<file path="src/rtl/pcd_frame_builder.sv">
// AXI-Stream command-frame packer for the PCD transmitter, with trigger/busy handshake.
// Define PCD_FRAME_CRC_EN to append ISO 14443-3 CRC_A; otherwise bytes pass through raw.
module pcd_frame_builder #(
    parameter int C_S00_AXIS_TDATA_WIDTH = 32,
    parameter int MAX_FRAME_BYTES        = 5
) (
    input  logic                                  s00_axis_aclk,
    input  logic                                  s00_axis_aresetn,
    input  logic                                  s00_axis_tvalid,
    output logic                                  s00_axis_tready,
    input  logic [C_S00_AXIS_TDATA_WIDTH-1:0]     s00_axis_tdata,
    input  logic [(C_S00_AXIS_TDATA_WIDTH/8)-1:0] s00_axis_tstrb,
    input  logic                                  s00_axis_tlast,
    output logic [8*MAX_FRAME_BYTES-1:0]          pcd_data_out,
    output logic [2:0]                            pcd_num_bytes_out,
    output logic                                  pcd_trigger_out,
    input  logic                                  pcd_busy_in,
    output logic                                  frame_err_out,
    output logic [15:0]                           frames_sent_out
);

    localparam int DW = 8 * MAX_FRAME_BYTES;
    localparam int KW = $clog2(MAX_FRAME_BYTES + 2);
`ifdef PCD_FRAME_CRC_EN
    localparam int PLIM = MAX_FRAME_BYTES - 2;
`else
    localparam int PLIM = MAX_FRAME_BYTES;
`endif
    localparam logic [KW-1:0] K_LIM = KW'(PLIM);

    localparam logic [2:0] S_IDLE    = 3'd0;
    localparam logic [2:0] S_COLLECT = 3'd1;
    localparam logic [2:0] S_ISSUE   = 3'd2;
    localparam logic [2:0] S_WAIT_HI = 3'd3;
    localparam logic [2:0] S_WAIT_LO = 3'd4;
    localparam logic [2:0] S_DISCARD = 3'd5;

    logic [2:0]    state_q, state_d;
    logic [DW-1:0] data_q, data_d;
    logic [KW-1:0] k_q, k_d;
    logic [2:0]    nb_q, nb_d;
    logic          trigger_q, trigger_d;
    logic          err_q, err_d;
    logic          tready_q, tready_d;
    logic [15:0]   frames_q, frames_d;
    logic          busy_meta_q, busy_sync_q;
    logic          beat, has_byte;
    logic          unused_bits;

`ifdef PCD_FRAME_CRC_EN
    logic [15:0] crc_q, crc_d;
    logic        crc_pend_q, crc_pend_d;

    function automatic logic [15:0] crc_a_next(input logic [15:0] c, input logic [7:0] b);
        logic [15:0] r;
        r = c ^ {8'h00, b};
        for (int unsigned i = 0; i < 8; i++) begin
            r = r[0] ? ((r >> 1) ^ 16'h8408) : (r >> 1);
        end
        return r;
    endfunction
`endif

    assign beat        = s00_axis_tvalid & tready_q;
    assign has_byte    = beat & s00_axis_tstrb[0];
    assign unused_bits = ^{s00_axis_tdata[C_S00_AXIS_TDATA_WIDTH-1:8],
                           s00_axis_tstrb[(C_S00_AXIS_TDATA_WIDTH/8)-1:1]};

    always_comb begin
        state_d   = state_q;
        data_d    = data_q;
        k_d       = k_q;
        nb_d      = nb_q;
        trigger_d = trigger_q;
        err_d     = err_q;
        frames_d  = frames_q;
`ifdef PCD_FRAME_CRC_EN
        crc_d      = crc_q;
        crc_pend_d = crc_pend_q;
`endif
        case (state_q)
            S_IDLE, S_COLLECT: begin
                if (beat) begin
                    if (has_byte && (k_q == K_LIM) && !s00_axis_tlast) begin
                        err_d   = 1'b1;
                        state_d = S_DISCARD;
                    end else begin
                        if (has_byte) begin
                            for (int unsigned i = 0; i < MAX_FRAME_BYTES; i++) begin
                                if (k_q == KW'(i)) data_d[8*i +: 8] = s00_axis_tdata[7:0];
                            end
                            k_d = k_q + KW'(1);
`ifdef PCD_FRAME_CRC_EN
                            crc_d = crc_a_next(crc_q, s00_axis_tdata[7:0]);
`endif
                        end
                        if (s00_axis_tlast) begin
                            if (k_d == '0) begin
                                err_d   = 1'b1;
                                state_d = S_IDLE;
                            end else begin
                                state_d = S_ISSUE;
`ifdef PCD_FRAME_CRC_EN
                                crc_pend_d = 1'b1;
`else
                                nb_d = 3'(k_d);
`endif
                            end
                        end else begin
                            state_d = S_COLLECT;
                        end
                    end
                end
            end
            S_ISSUE: begin
`ifdef PCD_FRAME_CRC_EN
                // First ISSUE cycle only lays down the CRC bytes; the trigger follows a cycle later.
                if (crc_pend_q) begin
                    for (int unsigned i = 0; i < MAX_FRAME_BYTES; i++) begin
                        if (k_q == KW'(i))            data_d[8*i +: 8] = crc_q[7:0];
                        if ((k_q + KW'(1)) == KW'(i)) data_d[8*i +: 8] = crc_q[15:8];
                    end
                    nb_d       = 3'(k_q + KW'(2));
                    crc_pend_d = 1'b0;
                end else begin
                    trigger_d = 1'b1;
                    state_d   = S_WAIT_HI;
                end
`else
                trigger_d = 1'b1;
                state_d   = S_WAIT_HI;
`endif
            end
            S_WAIT_HI: begin
                if (busy_sync_q) begin
                    trigger_d = 1'b0;
                    state_d   = S_WAIT_LO;
                end
            end
            S_WAIT_LO: begin
                if (!busy_sync_q) begin
                    frames_d = frames_q + 16'd1;
                    err_d    = 1'b0;
                    k_d      = '0;
                    data_d   = '0;
                    state_d  = S_IDLE;
`ifdef PCD_FRAME_CRC_EN
                    crc_d = 16'h6363;
`endif
                end
            end
            S_DISCARD: begin
                if (beat && s00_axis_tlast) begin
                    data_d  = '0;
                    k_d     = '0;
                    state_d = S_IDLE;
`ifdef PCD_FRAME_CRC_EN
                    crc_d = 16'h6363;
`endif
                end
            end
            default: state_d = S_IDLE;
        endcase
        tready_d = (state_d == S_IDLE) || (state_d == S_COLLECT) || (state_d == S_DISCARD);
    end

    always_ff @(posedge s00_axis_aclk or negedge s00_axis_aresetn) begin
        if (!s00_axis_aresetn) begin
            state_q     <= S_IDLE;
            data_q      <= '0;
            k_q         <= '0;
            nb_q        <= '0;
            trigger_q   <= 1'b0;
            err_q       <= 1'b0;
            tready_q    <= 1'b0;
            frames_q    <= '0;
            busy_meta_q <= 1'b0;
            busy_sync_q <= 1'b0;
`ifdef PCD_FRAME_CRC_EN
            crc_q      <= 16'h6363;
            crc_pend_q <= 1'b0;
`endif
        end else begin
            state_q     <= state_d;
            data_q      <= data_d;
            k_q         <= k_d;
            nb_q        <= nb_d;
            trigger_q   <= trigger_d;
            err_q       <= err_d;
            tready_q    <= tready_d;
            frames_q    <= frames_d;
            busy_meta_q <= pcd_busy_in;
            busy_sync_q <= busy_meta_q;
`ifdef PCD_FRAME_CRC_EN
            crc_q      <= crc_d;
            crc_pend_q <= crc_pend_d;
`endif
        end
    end

    assign s00_axis_tready   = tready_q;
    assign pcd_data_out      = data_q;
    assign pcd_num_bytes_out = nb_q;
    assign pcd_trigger_out   = trigger_q;
    assign frame_err_out     = err_q;
    assign frames_sent_out   = frames_q;

endmodule

</file>
<file path="config.mk">
export PLATFORM = sky130hd
export DESIGN_NAME = pcd_frame_builder
export DESIGN_NICKNAME = d
export VERILOG_FILES = /design/src/rtl/pcd_frame_builder.sv
export SDC_FILE = /design/constraint.sdc
export NUM_CORES = 1
export LEC_CHECK = 0
export ABC_AREA = 1
export CORE_MARGIN = 1.5
export CORE_UTILIZATION = 40
export CTS_CLUSTER_DIAMETER = 150
export DETAILED_ROUTE_END_ITERATION = 16
export PLACE_DENSITY = 0.82
export SETUP_SLACK_MARGIN = 0.05
export SYNTH_ARGS = -nofsm -noshare
export SYNTH_HDL_FRONTEND = slang
export SYNTH_SLANG_ARGS = --single-unit
</file>
<file path="constraint.sdc">
create_clock -name s00_axis_aclk -period 4.55 [get_ports s00_axis_aclk]
set_clock_uncertainty 0.05 [all_clocks]
set_input_delay 1.1375 -clock s00_axis_aclk [delete_from_list [all_inputs] [get_ports s00_axis_aclk]]
set_output_delay 1.1375 -clock s00_axis_aclk [all_outputs]
set_load 0.02 [all_outputs]
</file>
### Word level (Yosys, flattened, before mapping)

Index checks and enable logic that the tools add are counted.

| word-level totals | value |
|---|---|
| register bits | 70 |
| output and inout port bits | 62 |
| word-level logic and storage cells | 106 |

| cells by class | value |
|---|---|
| add/subtract/negate cells | 2 |
| equal/unequal tests | 25 |
| mux-type cells | 36 |
| bitwise logic cells | 5 |
| reductions and logical operators | 24 |

Operators by type and width:

| operator | number |
|---|---|
| $mux 40 | 5 |
| $pmux 40 s3 | 1 |
| $mux 3 | 14 |
| $mux 8 | 5 |
| $reduce_and 7->1 | 5 |
| $ne 2x2->1 const B | 11 |
| $add 16x1->16 const B | 1 |
| $eq 3x3->1 const B | 5 |
| $pmux 3 s5 | 1 |
| $reduce_and 5->1 | 3 |
| $eq 3x2->1 const B | 4 |
| $logic_not 3->1 | 4 |
| $eq 3x1->1 const B | 3 |
| $pmux 3 s3 | 1 |
| $mux 1 | 6 |
| $ne 3x3->1 const B | 2 |
| $pmux 1 s2 | 2 |
| $reduce_and 2->1 | 2 |
| $reduce_bool 2->1 | 2 |
| $add 3x1->3 const B | 1 |
| $logic_and 1x1->1 | 3 |
| $not 1->1 | 3 |
| $reduce_bool 3->1 | 1 |
| $and 1x1->1 | 2 |
| other kinds (4) | 5 |

### Longest topological paths before layout

| depth | value |
|---|---|
| word-level depth | 16 |
| mapped depth | 10 |
| gate-level depth less buffers | 9 |

### Least setup slack after synthesis

Ideal clock, no wire load.

| timing path | value |
|---|---|
| path type | in2reg |
| from | input port s00_axis_tstrb[0] |
| to | register data_q[24], in the netlist pcd_data_out[24] |
| library setup time | 117 ps |
| arrival time | 1,954 ps |
| data required time | 4,383 ps |
| path slack | 2,429 ps |
| stages | 7 |
| buffers on the path | 2 |
| path through | nand3_2 nor2_1 nand2_1 buf_2 buf_2 nand4_1 nand2_1 |

| on the way | value |
|---|---|
| longest elaborated chain between the ends | 5 |

Ends and longest elaborated chain:

| item | line | RTL |
|---|---|---|
| from (decl) | 12 | `input logic [(C_S00_AXIS_TDATA_WIDTH/8)-1:0] s00_axis_tstrb,` |
| $and 1x1->1 (*) | 65 | `assign has_byte = beat & s00_axis_tstrb[0];` |
| $logic_and 1x1->1 (2 in series) | 84 | `if (has_byte && (k_q == K_LIM) && !s00_axis_tlast) begin` |
| $ne 2x2->1 (no line) | - |  |
| $reduce_and 7->1 (no line) (*) | - |  |
| to (signal assigned) | 185 | `data_q <= data_d;` |
| to (decl) | 39 | `logic [DW-1:0] data_q, data_d;` |

Mark *: on every way between the ends. The rest lies on a longest branch, timed or not.
A chain may end at the register's enable or synchronous reset.

### Final worst setup path

| timing path | value |
|---|---|
| from | input port s00_axis_tvalid |
| to | register data_q[5], in the netlist pcd_data_out[5] |

| on the way | value |
|---|---|
| longest elaborated chain between the ends | 6 |

Ends and longest elaborated chain:

| item | line | RTL |
|---|---|---|
| from (decl) | 9 | `input logic s00_axis_tvalid,` |
| $and 1x1->1 (*) | 64 | `assign beat = s00_axis_tvalid & tready_q;` |
| $and 1x1->1 | 65 |  |
| $logic_and 1x1->1 (2 in series) | 84 |  |
| $ne 2x2->1 (no line) | - |  |
| $reduce_and 7->1 (no line) (*) | - |  |

Marked as above.

==> flow_summary.yaml <==
drt:
  avgRoutedWirePerCell_um: 13.55
  ant_nets: 0
  drc: 0
  drt_wl_total_um: 7765
  drt_pass1_iterations: 4
  via_per_inst: 4.906
  vias: 2811
  drt-initial-drc-count: 165
clock_network:
  insertion_delay_ns: 0.35
  htree_num_levels: 3
  clock_path_buffers: 2
  clock-root-buffer: "clkbuf_8"
  cts_tree: "built"
  cts_resized: 0
  clock_sinks: 70
  clk_pin_slew_worst_paths_ns: 0.08
  hold_buffers: 0
  cts_made_buffers: 9
  postCtsSetupRepairBufs: 0
die:
  initial_core_util_pct: 40.87
  die_w_um: 94.17
  die_area_um2: 8867
  io_pins: 103
  core_area_um2: 8134
  die_y_um: 94.17
  placementRows: 33
worst_hold_path:
  min_path_type: "reg -> reg"
synth:
  synth_area_leaders: "dfrtp_1 53%, nand2_1 13%, inv_1 4.5%"
  seq_area_frac_synth_pct: 52.69
  ys_ff_latch: 70
  synth_nets: 432
  async_flop_share_pct: 100.0
  ys.flop_type: "dfrtp_1"
  synth_common_cells: "119 x nand2_1, 70 x dfrtp_1, 40 x inv_1"
  synth-edff-count: 0
  yosysTopAreaCell: "dfrtp_1"
  synthCells: 385
  synth.cell_area_um2: 3324
  syn_avg_cell_area_um2: 8.635
  synth_warnings: 0
  synthMostInstantiatedCell: "nand2_1"
  ys_types: 27
  synth_top_area_share_pct: 52.69
timing:
  hold_violations: 0
  max_freq_mhz: 329.8
  period_share_pct: 66.65
  grt_setup_unrepaired: "false"
  tightestPinTransition_ns: 0.8089
  period_minus_slack_ns: 3.032
  setup_viol_count_final: 0
  tns_ns: 0
  slew_headroom_pct: 46.07
  hold_slack_ns: 0.3140
  layout_setup_ws_ns: 1.518
  slew_viol_final: 0
global_route:
  grt_overflow: 0
  grt_pass1_vias: 2651
  track_usage_pct: 18.48
  antenna_found_initial: 0
  grt_max_degree: 37
  grt_pass1_wl_um: 12620
layout:
  syn_to_final_growth_pct: 31.99
  drive_gt1_share_pct: 8.974
  nets: 510
  antennaDiodeCount: 0
  fin_util_pct: 53.95
  finalInstanceArea_um2: 4388
  final_cells: 573
power_and_ir_drop:
  total_power_mw: 2.973
  powerDensity_nw_per_um2: 677.4
  leakagePower_nw: 2.076
  irDropWorstVdd_mv: 0.2582
critical_path:
  endpoint_kind: "register"
  crit_path_start_kind: "primary input"
  cp.required_ns: 4.73
  cp_max_fo: 22
  cp.arrival_ns: 3.21
  path_class: "in -> reg"
placement:
  hpwl_um: 5696
  dp_worst_setup_slack_ns: 1.214
  dp_cells: 557
  routabilityCongestion: 0.8518
  place_area_um2: 4143
  port_buffers: 75
status:
  status: "completed"
run:
  maxCapViolations: 0
-- cell usage in the layout, fill, tap and decap left out --
master,count
a21oi_1,3
dfrtp_1,70
nand3_1,12
clkinv_2,1
nor2_4,3
a31oi_4,1
clkinv_4,2
clkbuf_8,9
inv_2,4
clkdlybuf4s50_1,74
nor2_2,2
nor3_2,1
o21ai_1,28
nor3_1,7
xnor2_1,4
or2_2,1
buf_2,1
nand4_1,22
buf_4,1
nand2_1,119
inv_1,40
nand2_4,2
o21ai_0,6
nand3b_1,1
nor2_1,26
ha_1,6
inv_6,1
nand2_2,4
xor2_1,8
nand3_2,6
bufinv_16,3
-- registers in the layout, summed over array words and instances (netlist names) --
signal and flops:
k_q 3, frame_err_out 1, pcd_trigger_out 1, busy_sync_q 1
state_q 3, pcd_num_bytes_out 3, pcd_data_out 40, busy_meta_q 1
s00_axis_tready 1, frames_sent_out 16
-- path summary, 6_finish.rpt --
path	start	endpoint	slack [ns]	cells past startpoint
worst min register to register	busy_meta_q	busy_sync_q	0.31	0
max in group asynchronous	s00_axis_aresetn	pcd_data_out[7]	2.68	2
worst min-delay path	busy_meta_q	busy_sync_q	0.31	0
min in group asynchronous	s00_axis_aresetn	frames_sent_out[6]	0.82	1
worst max-delay path	s00_axis_tvalid	pcd_data_out[5]	1.52	6
worst max register to register	s00_axis_tready	pcd_data_out[5]	2.43	5
-- logic make-up (layout without fill, tap and decap cells) --
family,count (synthesis),count (layout),synth area share (%)
compound gates,38,38,6.210
xor+xnor,12,12,3.161
fa+ha+maj,6,6,2.258
buf+inv,53,136,6.962
flops,70,70,52.69
simple gates,206,206,28.72
-- routing by layer --
metal	wire length (um)	GRT usage (%)	share of wire (%)	vias up
met2	3681	28.90	47	80
met3	404	5.744	5.2	14
met4	151	7.836	1.9	0
met5	0	0	0	-
li1	-	-	-	1389
met1	3527	23.58	45	1328
-- where the power goes --
group	internal [mW]	switching, mW
logic	0.545	0.811
registers	0.840	0.164
clock network	0.367	0.246
total	1.75	1.22
-- cell type report --
class | instances | area (um^2)
clock buffers | 9 | 123.9
fillers | 740 | 3746
flip-flops and latches | 70 | 1752
inverters | 44 | 165.2
clock inverters | 7 | 121.4
repair buffers | 76 | 753.2
well taps | 105 | 131.4
multi-input cells | 262 | 1341
-- critical path, cell delays in order --
cell	delay [ns]
clkdlybuf4s50_1	0.60
nand3_2	0.18
a31oi_4	0.59
nand3_2	0.45
nand2_1	0.16
o21ai_1	0.09
(Power assumes the default switching activity.)
==> variant 1: new RTL, same settings <==
Take the reset off `data_q` and load it in a clocked block of its own.
--- a/src/rtl/pcd_frame_builder.sv
+++ b/src/rtl/pcd_frame_builder.sv
@@ -168,5 +168,4 @@
         if (!s00_axis_aresetn) begin
             state_q     <= S_IDLE;
-            data_q      <= '0;
             k_q         <= '0;
             nb_q        <= '0;
@@ -183,5 +182,4 @@
         end else begin
             state_q     <= state_d;
-            data_q      <= data_d;
             k_q         <= k_d;
             nb_q        <= nb_d;
@@ -199,4 +197,8 @@
     end
 
+    always_ff @(posedge s00_axis_aclk) begin
+        data_q <= data_d;
+    end
+
     assign s00_axis_tready   = tready_q;
     assign pcd_data_out      = data_q;
Behaviour: differs if s00_axis_aresetn is asserted again (counterexample within 4 cycles, from zero or initial values and one cycle with s00_axis_aresetn low); with s00_axis_aresetn held inactive, the same outputs for 4 cycles.
==> variant 1 against the original RTL <==
  * Synthesized cell count down 29%
  * Sequential cell count unchanged
  * Sequential share of layout area up 8.0 points
  * Synthesized area down 8.6%
  * Critical endpoint is now pcd_data_out[8]$_DFFE_PP_
  * Worst setup slack worse by 0.085 ns
  * First-iteration DRC count down 44%
  * Total power down 24%
  * Wire length down 20%
  * Cell area down 7.2%
  * Die area down 8.3%
  * Clock power down 28%
  * Highest routed layer unchanged
  * Via count down 23%
==> variant 1: results <==
set metrics [dict create \
    outcome "completed" \
    grt_max_degree 31 \
    layout.nets 405 \
    yosys.area.top_type_share 0.395 \
    synth_ff_type "edfxtp_1" \
    yosysSeqAreaShare 0.642 \
    cts_setup_buffers 0 \
    dp_hpwl_um 4680 \
    grt_pass1_wl_um 10500 \
    tightest_slew_ns 0.761 \
    cp_data_arrival_time_ns 3.04 \
    clk_latency_ns 0.35 \
    synth.area.top_cells "edfxtp_1, dfrtp_1, nand2_1, inv_1, nor2_1" \
    drive_gt1_frac 0.113 \
    wl_um 6220 \
    first_pass_iters 5 \
    grt_pass1_vias 2219 \
    synth_cell_types 28 \
    synth_common_cells "nand2_1, edfxtp_1, inv_1, nor2_1, dfrtp_1" \
    p_leak_nw 1.63 \
    dpl_cell_area_um2 3900 \
    path_max_fanout 11 \
    placed_cells 446 \
    drt_iter0_drc 93 \
    wl_per_cell_um 13.5 \
    drv_slew 0 \
    vias 2174 \
    synthArstFlopShare 0.429 \
    vdd_drop_max_mv 0.234 \
    final.fill_count 618 \
    postSynthAreaPerCell_um2 11.1 \
]
variant 1: changes by cell type after synthesis, sizes merged, moves of 2 or more:
cell / change
dfrtp: -40
nand4: -16
buf: -6
o21ai: -23
nor2: +7
nand2: -63
nor3: -2
inv: -11
edfxtp: +40
a31oi: +3
variant 1: cell families (layout without fill, tap and decap cells):
| logic type | Yosys count | after routing | share of synthesized area |
|---|---|---|---|
| AND/OR/NAND/NOR | 131 | 131 | 0.209 |
| flip-flops | 70 | 70 | 0.642 |
| XOR/XNOR | 12 | 12 | 0.0346 |
| AO/OA/AOI/OAI | 18 | 18 | 0.0399 |
| buffers and inverters | 36 | 126 | 0.0494 |
| adder cells (fa/ha/maj) | 6 | 6 | 0.0247 |
variant 1: final cells by class:
type                    count  share of cell area
clock buffers               9              0.0304
clock inverters             7              0.0123
inverters                  34              0.0313
multi-input cells         167               0.230
flip-flops and latches     70               0.479
well taps                  99              0.0304
repair buffers             76               0.186
variant 1: worst max-delay path, stage by stage:
cell,delay [ns]
clkdlybuf4s50_1,0.61
nand3_2,0.17
clkinv_1,0.07
nor2_1,0.05
nor2_2,0.08
nand3_2,0.25
nor2_1,0.67
variant 1: through the flow:
stage / utilization / setup slack, ns
floorplan: - / 2.12
global placement: 0.535 / 1.09
detailed placement: 0.535 / 1.04
CTS: 0.559 / 1.40
global route: 0.559 / 1.32
finish: 0.559 / 1.43
variant 1: final timing paths:
path,from,endpoint,slack (ns),depth (start not counted)
worst max-delay path,s00_axis_tvalid,pcd_data_out[8]$_DFFE_PP_,1.43,7
worst min-delay path,busy_meta_q$_DFF_PN0_,busy_sync_q$_DFF_PN0_,0.31,0
worst max register to register,k_q[1]$_DFFE_PN0P_,pcd_data_out[8]$_DFFE_PP_,2.28,7
worst min register to register,busy_meta_q$_DFF_PN0_,busy_sync_q$_DFF_PN0_,0.31,0
max in group asynchronous,s00_axis_aresetn,k_q[0]$_DFFE_PN0P_,3.03,2
min in group asynchronous,s00_axis_aresetn,frames_sent_out[14]$_DFFE_PN0P_,1.12,2
variant 1: report_power, final:
part | switching, mW | total, mW | internal [mW] | leakage, nW
combinational | 0.525 | 0.853 | 0.328 | 0.792
sequential | 0.0880 | 0.968 | 0.880 | 0.759
clock | 0.241 | 0.439 | 0.198 | 0.0816
variant 1: routing by layer:
metal	global-route usage	up-vias	wire, um
met5	0	-	0
met4	0.0529	0	75
met3	0.0651	8	460
met2	0.274	82	3030
met1	0.192	1015	2650
li1	-	1069	-
==> variant 2: new RTL, same settings <==
Made on the original files. The option `PCD_FRAME_CRC_EN` is turned on by a define.
--- a/src/rtl/pcd_frame_builder.sv
+++ b/src/rtl/pcd_frame_builder.sv
@@ -1,4 +1,6 @@
 // AXI-Stream command-frame packer for the PCD transmitter, with trigger/busy handshake.
 // Define PCD_FRAME_CRC_EN to append ISO 14443-3 CRC_A; otherwise bytes pass through raw.
+`define PCD_FRAME_CRC_EN
+
 module pcd_frame_builder #(
     parameter int C_S00_AXIS_TDATA_WIDTH = 32,
Formal check against the unedited RTL: not equivalent (Yosys sat finds a counterexample within 4 cycles, from zero or initial values and one cycle with s00_axis_aresetn low).
==> variant 2 against the original RTL <==
  * Core utilization fell by 3.7 points
  * Synthesized area rose by 58%
  * Combinational power rose by 100%
  * Cell area rose by 46%
  * Total power rose by 63%
  * Largest cell class is now multi-input gates
  * Critical path depth rose by 3
  * Sequential cell count rose by 17
  * Wire length rose by 70%
  * Worst setup slack improved by 0.16 ns
==> variant 2: results <==
set metrics [dict create \
    outcome "completed" \
    met2_usage 0.299 \
    p_seq_mw 1.41 \
    cts_root_buf "clkbuf_16" \
    use_met3 0.0368 \
    clock_power_share 0.141 \
    final.fill_count 1256 \
    endpoint "pcd_data_out[27]$_DFFE_PN0P_" \
    clk_pin_slew_ns 0.06 \
    tightest_slew_ns 1.11 \
    syn_nets 787 \
    wl_per_cell_um 13.5 \
    drt_iter0_drc 554 \
    p_leak_nw 3.18 \
    final-nonclk-buf-share 0.118 \
    postSynthAreaPerCell_um2 7.14 \
    synth_common_cells "nand2_1, o21ai_0, dfrtp_1" \
    r2r_start "state_q[2]$_DFF_PN0_" \
    vdd_drop_max_mv 0.281 \
    routed-wl-met3_um 819 \
    grt_pass1_vias 4546 \
    yosysSeqAreaShare 0.417 \
    cellPowerDensity_nw_per_um2 759 \
    multi_input_area_share 0.430 \
    num-multi-input-gates 573 \
    regArea_um2 2190 \
    vias 5026 \
    path_max_fanout 45 \
    synth_cell_types 29 \
    r2r_setup_slack_ns 2.13 \
    syn_area_um2 5250 \
    dp_hpwl_um 9720 \
    preCtsSetupSlack_ns 1.33 \
    num-nonclk-inverters 57 \
    grt_max_degree 88 \
]
## variant 2: cell count changes after synthesis, sizes merged, moves of 4 or more
cell,before,now
a21oi,3,9
clkbuf,1,10
dfrtp,70,79
dfstp,0,8
ha,6,11
inv,44,55
nand2,125,274
nand3,18,76
nand4,22,6
nor2,31,64
o21ai,34,105
xnor2,4,8
## variant 2: logic make-up (layout without fill, tap and decap cells)
logic type,count (synthesis),in the layout,synth area share
buffers and inverters,75,149,0.0589
AND/OR/NAND/NOR,428,428,0.357
adder cells (fa/ha/maj),11,11,0.0262
AO/OA/AOI/OAI,116,116,0.111
XOR/XNOR,18,18,0.0300
flip-flops,87,87,0.417
## variant 2: critical path, cell delays in order
cell and delay [ns]:
clkdlybuf4s50_1 0.45, nand3_1 0.24, nor2_1 0.11, nand3_1 0.14, inv_1 0.13, nor2_8 0.44
nand2_2 0.22, nand2_1 0.11, nand2_1 0.05
